===== src/rtl/denise_bpl_receiver_pkg.sv =====
// Shared constants, pixel-mode encoding and address helpers for the Denise bitplane receive path.
package denise_bpl_receiver_pkg;

    localparam int NPL_DEF   = 6;
    localparam int WORD_W    = 16;
    localparam int SCROLL_W  = 4;
    localparam int DLY_DEPTH = 16;

    localparam logic [8:0] RGA_BPL1DAT = 9'h110;
    localparam logic [8:0] RGA_BPLCON1 = 9'h102;

    typedef enum logic [1:0] {
        PM_LORES = 2'd0,
        PM_HIRES = 2'd1,
        PM_SHRES = 2'd2
    } pix_mode_t;

    // BPLnDAT byte address; the data registers sit on consecutive words after BPL1DAT.
    function automatic logic [8:0] bpldat_adr(input logic [8:0] base, input int n);
        return base + 9'(2 * (n - 1));
    endfunction

    function automatic pix_mode_t pix_mode(input logic shres, input logic hires);
        if (shres) return PM_SHRES;
        if (hires) return PM_HIRES;
        return PM_LORES;
    endfunction

endpackage


===== src/rtl/denise_bpl_plane.sv =====
// One bitplane: 16-bit parallel-load serialiser, 16-tap scroll delay line and tap select.
// Tap output is combinational from registered state; load and shift are never stalled.
module denise_bpl_plane
    import denise_bpl_receiver_pkg::*;
(
    input  logic                clk,
    input  logic                _reset,
    input  logic                load,
    input  logic [WORD_W-1:0]   load_data,
    input  logic                shift_en,
    input  logic [SCROLL_W-1:0] scroll,
    output logic                out
);

    logic [WORD_W-1:0]    r_shift;
    logic [DLY_DEPTH-2:0] r_dly;
    logic [DLY_DEPTH-1:0] w_taps;

    // Tap 0 is the live MSB, tap k is the MSB as it was k shift steps ago.
    assign w_taps = {r_dly, r_shift[WORD_W-1]};
    assign out    = w_taps[scroll];

    always_ff @(posedge clk or negedge _reset) begin
        if (!_reset) begin
            r_shift <= '0;
            r_dly   <= '0;
        end else begin
            if (load) begin
                r_shift <= load_data;
            end else if (shift_en) begin
                r_shift <= {r_shift[WORD_W-2:0], 1'b0};
            end
            if (shift_en) begin
                r_dly <= {r_dly[DLY_DEPTH-3:0], r_shift[WORD_W-1]};
            end
        end
    end

endmodule


===== src/rtl/denise_bpl_receiver.sv =====
// Bitplane receiver: RGA decode, holding regs, pixel-rate shift enable, arming and output register.
// One shift step from load to first pixel at scroll 0; writes are never refused.
module denise_bpl_receiver
    import denise_bpl_receiver_pkg::*;
#(
    parameter int         NPL         = NPL_DEF,
    parameter logic [8:0] BPL1DAT_ADR = RGA_BPL1DAT,
    parameter logic [8:0] BPLCON1_ADR = RGA_BPLCON1
) (
    input  logic           clk,
    input  logic           _reset,
    input  logic           clk7_en,
    input  logic           hires,
    input  logic           shres,
    input  logic           blank,
    input  logic [8:1]     reg_address_in,
    input  logic [15:0]    data_in,
    output logic [NPL-1:0] bpldata,
    output logic           armed
);

    localparam logic [8:1] BPL1DAT_WA = BPL1DAT_ADR[8:1];
    localparam logic [8:1] BPLCON1_WA = BPLCON1_ADR[8:1];

    logic [1:0]          r_ph;
    logic [SCROLL_W-1:0] r_pf1_scroll;
    logic [SCROLL_W-1:0] r_pf2_scroll;
    logic                r_armed;
    logic [NPL-1:0]      r_bpldata;

    logic [1:0]          w_ph;
    pix_mode_t           w_mode;
    logic                w_shift_en;
    logic                w_wr_bpl1;
    logic                w_wr_con1;
    logic                w_armed_nxt;
    logic [NPL-1:0]      w_tap;
    logic [WORD_W-1:0]   w_load_dat [NPL];

    // The phase is forced to zero in the 7 MHz slot so the counter realigns itself.
    assign w_ph   = clk7_en ? 2'd0 : r_ph;
    assign w_mode = pix_mode(shres, hires);

    always_comb begin
        w_shift_en = clk7_en;
        case (w_mode)
            PM_SHRES: w_shift_en = 1'b1;
            PM_HIRES: w_shift_en = ~w_ph[0];
            default:  w_shift_en = clk7_en;
        endcase
    end

    assign w_wr_bpl1   = clk7_en && (reg_address_in == BPL1DAT_WA);
    assign w_wr_con1   = clk7_en && (reg_address_in == BPLCON1_WA);
    assign w_armed_nxt = blank ? 1'b0 : (w_wr_bpl1 ? 1'b1 : r_armed);

    // Plane 1 loads straight from the bus, so only planes 2..NPL need a holding register.
    assign w_load_dat[0] = data_in;

    for (genvar p = 1; p < NPL; p++) begin : g_hold
        localparam logic [8:0] ADR = bpldat_adr(BPL1DAT_ADR, p + 1);
        logic [WORD_W-1:0] r_hold;

        always_ff @(posedge clk or negedge _reset) begin
            if (!_reset) begin
                r_hold <= '0;
            end else if (clk7_en && (reg_address_in == ADR[8:1])) begin
                r_hold <= data_in;
            end
        end

        assign w_load_dat[p] = r_hold;
    end

    // Odd planes (even index) follow playfield 1 scroll, even planes playfield 2.
    for (genvar i = 0; i < NPL; i++) begin : g_plane
        denise_bpl_plane u_plane (
            .clk       (clk),
            ._reset    (_reset),
            .load      (w_wr_bpl1),
            .load_data (w_load_dat[i]),
            .shift_en  (w_shift_en),
            .scroll    ((i % 2 == 0) ? r_pf1_scroll : r_pf2_scroll),
            .out       (w_tap[i])
        );
    end

    always_ff @(posedge clk or negedge _reset) begin
        if (!_reset) begin
            r_ph         <= 2'd0;
            r_pf1_scroll <= '0;
            r_pf2_scroll <= '0;
            r_armed      <= 1'b0;
            r_bpldata    <= '0;
        end else begin
            r_ph <= w_ph + 2'd1;
            if (w_wr_con1) begin
                r_pf1_scroll <= data_in[3:0];
                r_pf2_scroll <= data_in[7:4];
            end
            r_armed <= w_armed_nxt;
            if (blank) begin
                r_bpldata <= '0;
            end else if (w_shift_en) begin
                r_bpldata <= w_tap & {NPL{w_armed_nxt}};
            end
        end
    end

    assign bpldata = r_bpldata;
    assign armed   = r_armed;

endmodule


===== config.mk =====
export PLATFORM = sky130hd
export DESIGN_NAME = denise_bpl_receiver
export DESIGN_NICKNAME = d
export VERILOG_FILES = /design/src/rtl/denise_bpl_receiver_pkg.sv /design/src/rtl/denise_bpl_plane.sv /design/src/rtl/denise_bpl_receiver.sv
export SDC_FILE = /design/constraint.sdc
export NUM_CORES = 1
export LEC_CHECK = 0
export BUFFER_PORTS_ARGS = -buffer_cell sky130_fd_sc_hd__buf_2
export CORE_ASPECT_RATIO = 0.5
export CORE_MARGIN = 4
export CORE_UTILIZATION = 32
export DETAILED_ROUTE_END_ITERATION = 10
export GPL_TIMING_DRIVEN = 0
export PLACE_DENSITY = 0.5
export SLEW_MARGIN = 15
export SYNTH_ARGS = -nofsm -noshare
export SYNTH_HDL_FRONTEND = slang
export SYNTH_SLANG_ARGS = --single-unit
export TNS_END_PERCENT = 100

===== constraint.sdc =====
create_clock -name clk -period 6.6 [get_ports clk]
set_input_delay 0.66 -clock clk [delete_from_list [all_inputs] [get_ports clk]]
set_output_delay 0.66 -clock clk [all_outputs]
set_load 0.01 [all_outputs]

After elaboration in Yosys (flattened, before gate mapping)
Index checks and enable logic that the tools add are counted.
{ "word_totals": {"ff_bits": 283, "latchBits": 0, "mem_bits_rw": 0, "romBits": 0, "in_bits": 30, "output_inout_bits": 7, "wordCells": 82, "mem_count": 0} }
{ "op_classes": {"add_sub_neg": 1, "n_mul": 0, "div_mod_pow": 0, "order_cmp": 2, "eq_ne": 9, "shifts": 0, "mux": 37, "n_bitwise": 2, "n_reduce_logical": 9} }
{ "op_table": {"columns": ["operator", "count"], "rows": [
  ["16-bit two-way mux", 12],
  ["8-bit == test (second input constant)", 7],
  ["1-bit binary-select mux with 4-bit select", 6],
  ["6-bit two-way mux", 2],
  ["1-bit two-way mux", 11],
  ["4-bit by 5-bit less-than comparator with 1-bit output (second input constant)", 2],
  ["2-bit two-way mux", 5],
  ["1-bit logical AND", 7],
  ["6-bit AND", 1],
  ["2-bit nonzero test", 2],
  ["2-bit by 1-bit adder with 2-bit output (second input constant)", 1],
  ["2-bit by 1-bit == test with 1-bit output (second input constant)", 1],
  ["2-bit == test (second input constant)", 1],
  ["1-bit one-hot mux with 2 select lines", 1],
  ["1-bit inverter", 1]
]} }

Depth between registers and ports, before layout
Gate-level depths: netlist of the first run.
{ "depth": {"depth_word": 8, "mapped_depth": 7} }

Modules after synthesis
From an unflattened synthesis of the first run, not the netlist that was laid out.
{ "unflattened": {"cells_unflattened": 882, "area_unflattened_um2": 12236.7} }
{ "by_module_without_submodules": {"columns": ["mod", "instances", "cells_per_inst", "area_each_um2"], "rows": [
  ["denise_bpl_plane", 6, 108, 1406.3],
  ["denise_bpl_receiver", 1, 234, 3798.6]
]} }

Least setup slack after synthesis of the first run
No wires, ideal clock.
{ "synth_timing": {"path_kind": "input port to flip-flop", "start": "input reg_address_in[7] (netlist bit)", "end": "register g_hold[1].r_hold[10]", "setup_time_ns": 0.127, "arrival_time_ns": 2.274, "t_required_ns": 6.473, "slack_ns": 4.199, "cell_stages": 5, "cell_sequence": "nor4b_4 or3b_4 nor3b_4 buf_6 mux2_1"} }
{ "synth_between": {"elab_chain_len": 2} }
{ "synth_lines": {"columns": ["element", "line", "source"], "rows": [
  ["start: declaration", "denise_bpl_receiver.sv:16", "input logic [8:1] reg_address_in,"],
  ["8-bit == test", "denise_bpl_receiver.sv:67", "end else if (clk7_en && (reg_address_in == ADR[8:1])) begin"],
  ["1-bit logical AND", "denise_bpl_receiver.sv:67", null],
  ["end signal: assignment", "denise_bpl_receiver.sv:68", "r_hold <= data_in;"],
  ["end: declaration", "denise_bpl_receiver.sv:62", "logic [WORD_W-1:0] r_hold;"]
]} }
Every way passes these cells.
A chain may end at the register's enable or synchronous reset.

Final worst setup path of the first run
{ "layout_timing": {"start": "register r_ph[0]", "end": "register g_plane[4].u_plane.r_dly[1]"} }
{ "layout_between": {"elab_chain_len": 3} }
{ "layout_lines": {"columns": ["element", "line", "source"], "rows": [
  ["start: declaration", "denise_bpl_receiver.sv:25", "logic [1:0] r_ph;"],
  ["start signal: assignment", "denise_bpl_receiver.sv:96", "r_ph <= w_ph + 2'd1;"],
  ["2-bit two-way mux", "denise_bpl_receiver.sv:41", "assign w_ph = clk7_en ? 2'd0 : r_ph;"],
  ["1-bit inverter", "denise_bpl_receiver.sv:48", "PM_HIRES: w_shift_en = ~w_ph[0];"],
  ["1-bit one-hot mux with 2 select lines", "denise_bpl_receiver.sv:46", "case (w_mode)"],
  ["end signal: assignment", "denise_bpl_plane.sv:34", "r_dly <= {r_dly[DLY_DEPTH-3:0], r_shift[WORD_W-1]};"],
  ["end: declaration", "denise_bpl_plane.sv:16", "logic [DLY_DEPTH-2:0] r_dly;"]
]} }
Every way passes these cells.

==> results of run 1 <==
## final cells by class
| class | instances | area (um2) |
|---|---|---|
| clock buffer | 40 | 776 |
| clock inverter | 11 | 101 |
| tap | 484 | 606 |
| timing repair buffer | 37 | 240 |
| buffer | 66 | 268 |
| sequential | 282 | 7060 |
| multi-input combinational | 664 | 4600 |
| fill | 3521 | 22700 |
## metal layers
metal	GRT usage (%)	routed length [um]	share of wire (%)	vias up
met5	0	0	0	-
met4	3.86	788	2.7	0
met3	2.47	1020	3.5	43
met2	23.6	13400	46	122
met1	20.4	14100	48	4163
li1	-	-	-	3697
## synth_stat cells, types with 6 or more instances
cell type | number | area [um2]
nand2_1 | 284 | 1070
dfrtp_1 | 282 | 7060
mux2_2 | 113 | 1270
a22o_1 | 94 | 823
a21o_1 | 84 | 631
clkbuf_1 | 54 | 203
mux2_1 | 10 | 113
a222oi_1 | 9 | 90.1
mux2i_1 | 8 | 80.1
buf_2 | 7 | 35.0
nor2_1 | 7 | 26.3
nor2b_1 | 7 | 43.8
mux4_2 | 6 | 135
o21ai_0 | 6 | 30.0
## metrics by stage
| stage | instances | TNS (ns) | total power [uW] |
|---|---|---|---|
| 4_1_cts | 1584 | 0 | 3570 |
| 6_report | 1584 | 0 | 3510 |
| 2_1_floorplan | 1012 | 0 | 1900 |
| 3_5_place_dp | 1533 | 0 | 2010 |
| 3_3_place_gp | 1531 | -78.26 | 2000 |
| 5_1_grt | 1584 | 0 | 3650 |
## cell families (layout without fill, tap and decap cells)
group | count (synthesis) | count (layout) | synth area share (%)
simple gates | 319 | 319 | 11.0
flops | 282 | 282 | 59.2
compound gates | 208 | 208 | 14.1
mux | 137 | 137 | 13.4
buf+inv | 66 | 154 | 2.24
## worst reg2reg max path: cells and delay by family (launching register included)
kind | cells | cell delay, ns
and+or+nand+nor | 4 | 0.57
buffers and inverters | 3 | 1.65
DFF | 1 | 0.35
## sequential cells by signal, summed over array words and instances, names as in the netlist
register	count
g_plane.u_plane.r_shift	96
g_plane.u_plane.r_dly	90
g_hold.r_hold	80
bpldata	6
r_pf1_scroll	4
r_pf2_scroll	4
armed	1
r_ph	1
## worst paths after layout
kind                            cells past startpoint  slack [ns]                             end        start
worst max register to register                      7        3.97     g_plane[4].u_plane.r_dly[1]      r_ph[0]
worst min-delay path                                1        0.13            g_hold[4].r_hold[11]       _reset
min in group clk                                    3        0.42  g_plane[0].u_plane.r_shift[14]  data_in[14]
max in group asynchronous                           2        5.50    g_plane[3].u_plane.r_dly[14]       _reset
worst max-delay path                                7        3.97     g_plane[4].u_plane.r_dly[1]      r_ph[0]
worst min register to register                      1        0.44                         r_ph[0]      r_ph[0]
## power by group through the flow
stage	logic (uW)	clock network [uW]	registers, uW
after floorplan	86.0	0	1810
after global placement	182	0	1810
after detailed placement	191	0	1820
after CTS	191	1590	1780
after global routing	206	1660	1790
final	185	1540	1780
==> out/results.txt, run 1 <==
Avg Vias per Cell: 5.07
Net Sw Frac: 23.8%
Critical Path AT: 3.12 ns
Hold WS: 0.133 ns
Synth async-reset ratio: 100%
Class of the worst hold path: in2async
Crit path launch type: flop
Post-Route WL: 29.4 mm
Chip width: 281 um
Bufs on Longest Clock Path: 3
DIE HEIGHT: 145 um
Comb pwr share: 5.3%
GRT Total Usage: 14.6%
Top cell family by delay on the critical path: buffers and inverters
Drt pass-1 iters: 7
CP Capture Type: flop
Flop pwr share: 50.8%
Initial Utilization: 32.8%
Final worst setup slack: 3.97 ns
Synth Warn #: 0
Clock tree sinks: 282
Setup violators final: 0
Crit Path Class: reg2reg
Remaining global-route overflow: 0
Slowest-stage cell, CP: clkbuf_1
P&R area growth vs syn: 14.4%
CP most frequent cell: clkbuf_1
Fin. Hold Viols: 0
Run status: finished clean
Worst path required time: 7.09 ns
HPWL after detailed placement: 19.0 mm
Post-synth EDFFs: 0
Seq/Total Area, Yosys: 59.2%
Final Max Tran Viols: 0
Average cell area after synthesis: 11.8 um2
Max Cap Viol: 0
CP Buf/Inv Count: 3
Worst Path Max Fanout: 10
Clock tree from TritonCTS: built
Actual slew at the worst max-slew pin: 0.856 ns
Syn Inst Count: 1012
Most frequent cells in the layout: 284 x nand2_1, 282 x dfrtp_1, 113 x mux2_2
First-pass GRT wire length: 46.7 mm
Postcts setup bufs: 0
N_diodes: 0
Top_reg_cell synth: dfrtp_1
Num CTS Buffers: 28
Cell Pwr Density: 257 nW/um2
Initial antenna violation count: 0
Clock skew: 0.00927 ns
Mapped Nets: 1042
DRC: 0
Drt wl/cell: 18.5 um
Io pins: 37
RSZ-0062 raised after global routing: false
ANT nets after route: 0
Gp weighted congestion: 0.772
PortBufs: 35
# rows: 49
Vias in the first global route: 8154
Pint: 2680 uW
Final standard cell area without fillers: 13700 um2
Hold buffer count at cts: 0
Clock power share: 43.9%
# H-tree levels: 1
Fmax: 0.380 GHz
Die Area: 40600 um2
Iter 0 DRT Violations: 646
Fraction of layout cells with a size suffix above 1: 19.5%
Worst skew pair latency: 0.55 ns
Finished Core Util: 37.5%
CP max stage delay: 0.65 ns
Final worst path period share: 39.9%
Largest net degree at the start of global routing: 100
Cell Area, Placed: 12800 um2
Maximum vdd ir drop: 0.164 mV
Rel. slew slack: 42.7%
Cts repair resizes: 0
Seq cells post-synth: 282
CTS clock-pin slew for the worst setup and hold paths: 0.06 ns
Vias: 8025
Library cells used by synthesis: 38
Crit-path cells: nand2b_1 -> and2_0 -> clkbuf_1 -> clkbuf_1 -> clkbuf_1 -> nand2_1 -> nand2_1
Min Tclk post-route: 2.63 ns
CORE AREA: 36400 um2
Leakage Power: 0.00749 uW
Nets: 1109
Root buffer cell: clkbuf_16
Sw power: 834 uW
DP Worst Slack: 3.35 ns
Commonest non-fill, non-tap cell in the layout: nand2_1
Post-Syn Area: 11900 um2
(Power assumes the default switching activity.)
==> inputs of run 2 (changes only) <==
--- a/config.mk
+++ b/config.mk
@@ -11,7 +11,7 @@
 export CORE_UTILIZATION = 32
 export DETAILED_ROUTE_END_ITERATION = 10
 export GPL_TIMING_DRIVEN = 0
-export PLACE_DENSITY = 0.5
+export PLACE_DENSITY = 0.51
 export SLEW_MARGIN = 15
 export SYNTH_ARGS = -nofsm -noshare
 export SYNTH_HDL_FRONTEND = slang
==> constraint.sdc (replaced) <==
create_clock -name clk -period 2.16 [get_ports clk]
set_input_delay 0.216 -clock clk [delete_from_list [all_inputs] [get_ports clk]]
set_output_delay 0.216 -clock clk [all_outputs]
set_load 0.01 [all_outputs]
==> run 2 against run 1 <==
Clock-buffer cell count is 7 higher. Via count is 0.47% lower. Combinational power grew to 3.1 times the previous value. Clock power grew to 3.2 times the previous value. Clock skew is 0.0012 ns higher. Total power grew to 3.1 times the previous value. Cell count is 0.38% higher. Die area stayed put. Non-clock buffer count is 4 higher. Register-to-register slack worse by 3.8 ns. Global-route usage hardly changed. Flip-flop and latch count stayed put.
==> out/results.txt, run 2 (synthesis gave the netlist of run 1 again) <==
GRT Total Usage: 14.6%
Clock skew: 0.0105 ns
Leakage Power: 0.00759 uW
# rows: 49
Initial antenna violation count: 0
Reg area: 7060 um2
CTS clock-pin slew for the worst setup and hold paths: 0.06 ns
Gp weighted congestion: 0.756
HPWL after detailed placement: 19.0 mm
CP max stage delay: 0.38 ns
Nets: 1114
Postcts setup bufs: 0
Final standard cell area without fillers: 13800 um2
Most frequent cells in the layout: 284 x nand2_1, 282 x dfrtp_1, 113 x mux2_2
CORE AREA: 36400 um2
Worst Path Max Fanout: 10
Crit path launch type: flop
Root buffer cell: clkbuf_16
WHS Path Cells: 2
CP Capture Type: flop
Multi-input gate area: 4600 um2
ANT nets after route: 0
Min Tclk post-route: 2.04 ns
Top cell family by delay on the critical path: compound AO/OA/AOI/OAI gates
Chip width: 281 um
Cell Area, Placed: 12800 um2
Io pins: 37
CP Buf/Inv Count: 2
Vias in the first global route: 8230
Worst path required time: 2.61 ns
Finished Core Util: 37.9%
Drt pass-1 iters: 6
Run status: finished clean
Clock tree sinks: 282
Maximum vdd ir drop: 0.441 mV
N_diodes: 0
P&R area growth vs syn: 15.6%
Commonest non-fill, non-tap cell in the layout: nand2_1
Actual slew at the worst max-slew pin: 0.974 ns
Largest net degree at the start of global routing: 94
Post-Route WL: 29.4 mm
Final worst path period share: 94.6%
Filler instances: 3454
RSZ-0062 raised after global routing: false
Fmax: 0.489 GHz
Final Max Tran Viols: 0
Drt wl/cell: 18.5 um
Rel. slew slack: 34.9%
Biggest regs: g_plane.u_plane.r_shift: 96 flops, g_plane.u_plane.r_dly: 90 flops, g_hold.r_hold: 80 flops
Vias: 7987
Fin. Hold Viols: 0
R2R depth: 6
WP depth: 6
Critical Path AT: 2.50 ns
Die Area: 40600 um2
Worst skew pair latency: 0.57 ns
Clock tree from TritonCTS: built
Num CTS Buffers: 29
Fraction of layout cells with a size suffix above 1: 21.0%
Max Cap Viol: 0
Bufs on Longest Clock Path: 3
PortBufs: 35
First-pass GRT wire length: 46.8 mm
# H-tree levels: 1
Class of the worst hold path: in2reg
Avg Vias per Cell: 5.02
DRC: 0
Remaining global-route overflow: 0
Initial Utilization: 32.8%
Crit-path cells: buf_4 -> buf_4 -> mux2_2 -> a222oi_1 -> o311ai_0 -> a31o_2
Largest register FFs: 96
Cell Pwr Density: 793 nW/um2
Crit Path Class: reg2reg
DIE HEIGHT: 145 um
Largest Register: g_plane.u_plane.r_shift
Slowest-stage cell, CP: mux2_2
Iter 0 DRT Violations: 764
CP most frequent cell: buf_4
Setup violators final: 0
==> run 2: changes by cell type in the layout (fill, tap and decap cells not counted), moves of 3 or more <==
| cell | delta |
|---|---|
| clkbuf_2 | +15 |
| clkbuf_1 | -13 |
| clkinv_2 | -4 |
| dlygate4sd3_1 | +4 |
| buf_4 | +3 |
==> run 2: routing by layer <==
metal	vias to the layer above	wire, um	GRT usage [%]
met5	-	0	0
met1	4139	14000	20.2
met3	34	1090	2.40
met4	0	475	3.25
li1	3691	-	-
met2	123	13900	24.3
==> run 2: final cells by class <==
cell class	instances	share of cell area (%)
clock inverters	6	0.553
clock buffers	47	6.11
flip-flops and latches	282	51.2
plain buffers	65	2.17
well taps	484	4.39
multi-input cells	664	33.4
repair buffers	42	2.23
==> run 2: report_power, final <==
| part | leakage (uW) | switching, uW | internal, uW | total (uW) |
|---|---|---|---|---|
| clock | 0.000445 | 2100 | 2800 | 4900 |
| combinational | 0.00323 | 406 | 176 | 582 |
| sequential | 0.00392 | 65.6 | 5390 | 5450 |
| total | 0.00759 | 2580 | 8360 | 10900 |
==> run 2: final timing paths <==
check,start,end,slack [ns]
worst min-delay path,data_in[13],g_hold[1].r_hold[13],0.04
min in group asynchronous,_reset,g_hold[5].r_hold[7],0.16
worst max register to register,r_pf1_scroll[0],bpldata[4],0.12
worst min register to register,r_ph[0],r_ph[0],0.44
max in group asynchronous,_reset,g_plane[5].u_plane.r_dly[4],1.14
worst max-delay path,r_pf1_scroll[0],bpldata[4],0.12
==> run 2: metrics by stage <==
stage	setup TNS, ns	setup WS (ns)	hold WS, ns	total power (uW)	cells
floorplan	0	0.0592	-0.0796	5790	1012
global route	0	0.00521	0.0116	11400	1590
finish	0	0.117	0.0364	10900	1590
CTS	0	0.0149	0.00483	11100	1591
global placement	-1307.94	-4.36	0.419	6100	1531
detailed placement	-96.58	-0.656	0.181	6140	1534
==> run 2: worst register-to-register path: cells and delay by family, from the launching register on <==
family | cells | cell delay (ns)
muxes | 1 | 0.38
buffers and inverters | 2 | 0.47
AOI/OAI and AO/OA | 3 | 0.75
DFF | 1 | 0.33
==> run 2: timing repair <==
item                                    CTS  global route
endpoints found under the hold margin   107             0
hold buffers                              4             0
gates cloned                              0             0
resized for setup                        16            13
endpoints found under the setup margin  178            67
